**config.mk**
```make
export PLATFORM = sky130hd
export DESIGN_NAME = aip_responder
export DESIGN_NICKNAME = d
export VERILOG_FILES = /design/src/rtl/aip_responder.sv
export SDC_FILE = /design/constraint.sdc
export NUM_CORES = 1
export LEC_CHECK = 0
export ABC_CLOCK_PERIOD_IN_PS = 4360
export BUFFER_PORTS_ARGS = -buffer_cell sky130_fd_sc_hd__clkbuf_2
export CAP_MARGIN = 10
export CORE_MARGIN = 4
export CORE_UTILIZATION = 24
export CTS_BUF_LIST = sky130_fd_sc_hd__clkbuf_4
export CTS_CLUSTER_DIAMETER = 50
export DETAILED_ROUTE_END_ITERATION = 16
export HOLD_SLACK_MARGIN = 0.15
export PLACE_DENSITY = 0.4
export SYNTH_ARGS = -nofsm -noshare
export SYNTH_HDL_FRONTEND = slang
export SYNTH_SLANG_ARGS = --single-unit
```
**constraint.sdc**
```tcl
create_clock -name clk_clk -period 4.36 [get_ports clk_clk]
set_clock_uncertainty 0.2 [all_clocks]
set_input_delay 0 -clock clk_clk [delete_from_list [all_inputs] [get_ports clk_clk]]
set_output_delay 0 -clock clk_clk [all_outputs]
set_load 0.1 [all_outputs]
```
**src/rtl/aip_responder.sv**
```systemverilog
// AIP register-mapped responder: input/output buffers, CFG/STATUS registers and core launch FSM.
// Optional ID register at 0x1E is enabled by defining AIP_RESPONDER_ID_EN.
module aip_responder (
  input  logic        clk_clk,
  input  logic        reset,
  input  logic [4:0]  aip_config,
  input  logic [31:0] aip_datain,
  input  logic        aip_write,
  input  logic        aip_read,
  input  logic        aip_start,
  input  logic        core_int,
  output logic [31:0] aip_dataout,
  output logic        aip_int,
  output logic        core_start,
  output logic [31:0] core_cfg,
  input  logic        core_done,
  input  logic        core_busy,
  input  logic [3:0]  in_rdaddr,
  output logic [31:0] in_rddata,
  input  logic        out_we,
  input  logic [3:0]  out_wraddr,
  input  logic [31:0] out_wrdata
);

  localparam logic [4:0] ADDR_MEM_IN  = 5'h00;
  localparam logic [4:0] ADDR_MEM_OUT = 5'h01;
  localparam logic [4:0] ADDR_CFG     = 5'h02;
  localparam logic [4:0] ADDR_ID      = 5'h1E;
  localparam logic [4:0] ADDR_STATUS  = 5'h1F;

  typedef enum logic [1:0] {
    ST_IDLE,
    ST_RUN,
    ST_DONE
  } state_t;

  state_t      state_q, state_d;
  logic [31:0] in_mem  [16];
  logic [31:0] out_mem [16];
  logic [3:0]  in_wptr;
  logic [3:0]  out_rptr;
  logic [2:0]  in_count;
  logic        in_wrapped;
  logic        ovf;
  logic [31:0] cfg_q;
  logic [31:0] status;
  logic [31:0] read_mux;

  logic wr_mem_in, rd_mem_out, wr_cfg, wr_status, status_ack, start_go;

  assign wr_mem_in  = aip_write && (aip_config == ADDR_MEM_IN);
  assign rd_mem_out = aip_read  && (aip_config == ADDR_MEM_OUT);
  assign wr_cfg     = aip_write && (aip_config == ADDR_CFG);
  assign wr_status  = aip_write && (aip_config == ADDR_STATUS);
  assign status_ack = wr_status && aip_datain[1];
  assign start_go   = (state_q == ST_IDLE) && aip_start && !core_busy;

  assign status    = {26'b0, ovf, core_busy, (state_q == ST_DONE), in_count};
  assign aip_int   = (state_q == ST_DONE);
  assign core_cfg  = cfg_q;
  assign in_rddata = in_mem[in_rdaddr];

  // Acknowledge wins over a simultaneous core_done because DONE only looks at the ack.
  always_comb begin
    state_d = state_q;
    unique case (state_q)
      ST_IDLE: if (start_go)                state_d = ST_RUN;
      ST_RUN:  if (core_done)               state_d = ST_DONE;
      ST_DONE: if (core_int || status_ack)  state_d = ST_IDLE;
      default:                              state_d = ST_IDLE;
    endcase
  end

  always_comb begin
    read_mux = 32'h0;
    unique case (aip_config)
      ADDR_MEM_OUT: read_mux = out_mem[out_rptr];
      ADDR_CFG:     read_mux = cfg_q;
`ifdef AIP_RESPONDER_ID_EN
      ADDR_ID:      read_mux = 32'h00A1_2001;
`else
      ADDR_ID:      read_mux = 32'h0;
`endif
      ADDR_STATUS:  read_mux = status;
      default:      read_mux = 32'h0;
    endcase
  end

  // NOTE: state and registers use non-blocking assignments so every flop samples pre-edge values;
  // that is also what makes a same-cycle CFG read return the old contents.
  always_ff @(posedge clk_clk or posedge reset) begin
    if (reset) state_q <= ST_IDLE;
    else       state_q <= state_d;
  end

  always_ff @(posedge clk_clk or posedge reset) begin
    if (reset) begin
      in_wptr     <= 4'd0;
      out_rptr    <= 4'd0;
      in_count    <= 3'd0;
      in_wrapped  <= 1'b0;
      ovf         <= 1'b0;
      cfg_q       <= 32'h0;
      aip_dataout <= 32'h0;
      core_start  <= 1'b0;
    end else begin
      core_start <= start_go;
      if (wr_cfg) cfg_q <= aip_datain;
      if (aip_read) aip_dataout <= read_mux;

      if (start_go) begin
        in_wptr    <= 4'd0;
        out_rptr   <= 4'd0;
        in_count   <= 3'd0;
        in_wrapped <= 1'b0;
        ovf        <= 1'b0;
      end else begin
        if (wr_mem_in) begin
          in_wptr <= in_wptr + 4'd1;
          if (in_wptr == 4'd15) in_wrapped <= 1'b1;
          if (in_count != 3'd7) in_count <= in_count + 3'd1;
        end
        // A write landing on a wrapped buffer overwrites unread data.
        if (wr_mem_in && in_wrapped)         ovf <= 1'b1;
        else if (wr_status && aip_datain[5]) ovf <= 1'b0;
        if (rd_mem_out) out_rptr <= out_rptr + 4'd1;
      end
    end
  end

  // NOTE: buffer storage has no reset; its contents after reset are don't-care,
  // and leaving it out lets the arrays map onto plain RAM.
  always_ff @(posedge clk_clk) begin
    if (wr_mem_in) in_mem[in_wptr] <= aip_datain;
    if (out_we && (state_q == ST_RUN)) out_mem[out_wraddr] <= out_wrdata;
  end

endmodule

```
==> run summary <==
* **count of buffer and inverter cells on the critical path** 6
* **biggest cell delay along the critical path** 0.81 ns
* **floorplan die width** 427 um
* **clock slew at the register clock pins of the worst setup and hold paths** 0.07 ns
* **sequential element share of the synthesized area** 0.776
* **Max-Cap Viols** 0
* **effective utilization at floorplan** 0.242
* **initial antenna violation count** 21
* **clk buf depth** 4
* **met1 layer usage reported by global route** 0.174
* **areal power density over the cells** 435 nW/um^2
* **cell chain of the critical path** dlygate4sd3_1 -> dlygate4sd3_1 -> clkbuf_2 -> dlygate4sd3_1 -> nor4_2 -> dlygate4sd3_1 -> nand2_1 -> nor3b_1 -> and2_2 -> buf_4
* **Root Driver** clkbuf_4
* **most common cell after layout, fill and taps aside** edfxtp_1
* **Chip Height** 427 um
* **setup tns final** 0 ns
* **CORE AREA** 174,000 um^2
* **antenna-violating nets left** 0
* **compound-gate portion of the synthesized area** 0.0208
* **instance count of the mapped netlist** 1,924
* **Num Clock Sinks** 1,104
* **worst-skew pair later-pin latency** 1.21 ns
* **Required @ worst endpoint** 4.98 ns
* **startpoint kind of the worst setup timing path** input port
* **die outline area** 183,000 um^2
* **drt total wl** 127 mm
* **number of hold violations in the final report** 0
* **H-tree lvl count** 5
* **synthesized cell area** 42,200 um^2
* **overall power after layout** 0.0227 W
* **number of rows created at floorplan** 153
* **vias in the first global route** 24,378
* **share of the synthesized netlist area taken by xor and xnor gates** 0.00145
* **critical path's slowest cell** dlygate4sd3_1
* **number of distinct library cells after synthesis** 49
* **min cycle time layout** 4.33 ns
* **number of violations reported at the end of detailed-routing iteration 0** 1,548
* **post-synthesis share of cell area spent on and, or, nand and nor gates** 0.0263
* **Setup WS post-layout** 0.0282 ns
* **result of the run** completed
* **quantity of I/O buffers inserted on ports** 183
* **classification of the worst setup path** in -> reg
* **total routing usage reported by global routing** 0.139
* **leakage power summed over all cells** 17.0 nW
* **first-pass GRT wire length** 180 mm
* **fraction of met2 tracks used by global routing** 0.236
* **area overhead of the layout relative to synthesis** 23.5%
* **transition time at the pin with the least slew margin** 1.23 ns
* **final number of max-transition violations** 0
* **multiplexer fraction of the synthesized cell area** 0.163
* **Max transition margin** 0.178
* **layout cells sized above 1** 0.368
* **met3 layer usage reported by global route** 0.0311
* **fin nets** 2,700
* **max frequency** 0.231 GHz
* **most utilized layer in the global route result** met2
* **final setup violation count** 0
* **total of flip-flops plus latches after synthesis** 1,104
* **most frequent cells in the layout** edfxtp_1 (1,024), clkbuf_4 (438), mux4_2 (243), dlygate4sd3_1 (216), clkbuf_2 (180)
* **YS warnings** 0
* **dominant combinational cell family by area after synthesis** multiplexers
* **count of unresolved DRC violations after routing** 0
* **CP top delay family** buffers and inverters
* **element type at the critical path end** flop
* **post-CTS setup buffers** 0
* **synthesized-area fraction occupied by adder cells** 0.00207
* **path type of the worst min-delay path** reg -> reg
* **overflow left after global routing** 0
* **most prevalent standard cell on the critical path** dlygate4sd3_1
* **CTS buffer count** 313
* **period utilization** 0.994
* **Detailed Place HPWL** 77.8 mm
* **maximum number of pins on one net before global-route repair** 58
* **average vias per placed instance** 4.34
* **vias after detailed routing** 22,346
* **setup repair after global routing missed its margin** false
* **worst hold slack across all endpoints** 0.336 ns
* **routed wire length per instance** 24.6 um
* **data arrival time of the critical path** 4.95 ns
* **DRT Pass-1 Iters** 7
* **TritonCTS clock tree** built
* **IO Pins** 184
* **placer's final routability congestion estimate** 0.760
* **net count after synthesis** 2,017
* **worst vdd ir** 0.000274 V
* **DP Worst Slack** 0.709 ns
* **mean area per synthesized cell** 21.9 um^2
* **crit path max fanout** 25
timing repair:
item / CTS / global route
hold buffers: 218 / 0
hold endpoints to repair: 2196 / 0
resized for setup: 0 / 0
worst paths after layout:
kind / cells past startpoint / from / slack, ns / endpoint
min reg2reg: 1 / in_wrapped / 0.34 / in_wrapped
min: 1 / in_wrapped / 0.34 / in_wrapped
min in group asynchronous: 6 / reset / 0.49 / aip_dataout[25]
max: 10 / aip_config[1] / 0.03 / in_mem[7][1]
max reg2reg: 7 / state_q[0] / 0.37 / out_mem[3][28]
max in group asynchronous: 6 / reset / 2.81 / out_rptr[0]
registers in the layout, indices dropped and copies added (netlist names):
register / cells
out_mem: 512
in_mem: 512
core_start: 1
in_wrapped: 1
in_wptr: 4
in_count: 3
state_q: 2
core_cfg: 32
out_rptr: 4
aip_dataout: 32
ovf: 1
routing by layer:
metal  routed length (um)  up-vias
met5                   13        -
met4                 3370        2
met3                 6570      230
met2                64300      671
met1                52500    11767
li1                     -     9676
Yosys cell counts (all sizes together):
master,number,area [um^2]
nor3,16,85.1
a22o,1,8.76
o21ba,1,10.0
nand4b,2,17.5
nand3,59,295
xnor2,3,26.3
dfrtp,80,2000
mux2,37,417
xor2,4,35.0
nand2b,3,18.8
a21oi,3,15.0
and2,21,131
edfxtp,1024,30700
or4,1,11.3
mux4,243,5470
nor2b,27,169
o21ai,2,10.0
nand4,4,25.0
nand2,27,101
a21o,1,7.51
and3,2,12.5
a31oi,20,125
mux2i,98,981
inv,5,18.8
o211ai,9,67.6
nor3b,3,22.5
a221oi,9,78.8
ha,7,87.6
and4,3,26.3
nor4,2,18.8
or3,2,12.5
a31o,4,35.0
nor4b,3,47.5
o2111ai,1,8.76
clkinv,1,3.75
clkbuf,43,165
a22oi,67,503
nor2,31,116
a2bb2oi,1,8.76
buf,54,273
through the flow:
| stage | cells | util | area (um^2) |
|---|---|---|---|
| floorplan | 1924 | - | 42200 |
| global placement | 4399 | 0.265 | 46300 |
| detailed placement | 4399 | 0.265 | 46300 |
| finish | 5147 | 0.299 | 52200 |
| global route | 5142 | 0.299 | 52100 |
| CTS | 5132 | 0.299 | 52100 |
where the power goes:
group / internal, W / switching, W / total [W]
clock network: 0.00465 / 0.00422 / 0.00888
logic: 0.000533 / 0.00140 / 0.00193
registers: 0.0117 / 0.000193 / 0.0119
logic make-up after synthesis:
group           count (synthesis)
xor+xnor                        7
buf+inv                       103
simple gates                  206
compound gates                119
flops                        1104
fa+ha+maj                       7
mux                           378
cell type report:
type | count | area, um^2
Antenna cell | 15 | 37.5
Clock buffer | 438 | 3290
Clock inverter | 77 | 327
Fill cell | 17113 | 122000
Inverter | 6 | 25.0
Multi-Input combinational cell | 717 | 9160
Sequential cell | 1104 | 32800
Tap cell | 2325 | 2910
Timing Repair Buffer | 465 | 3650
(Power assumes the default switching activity.)
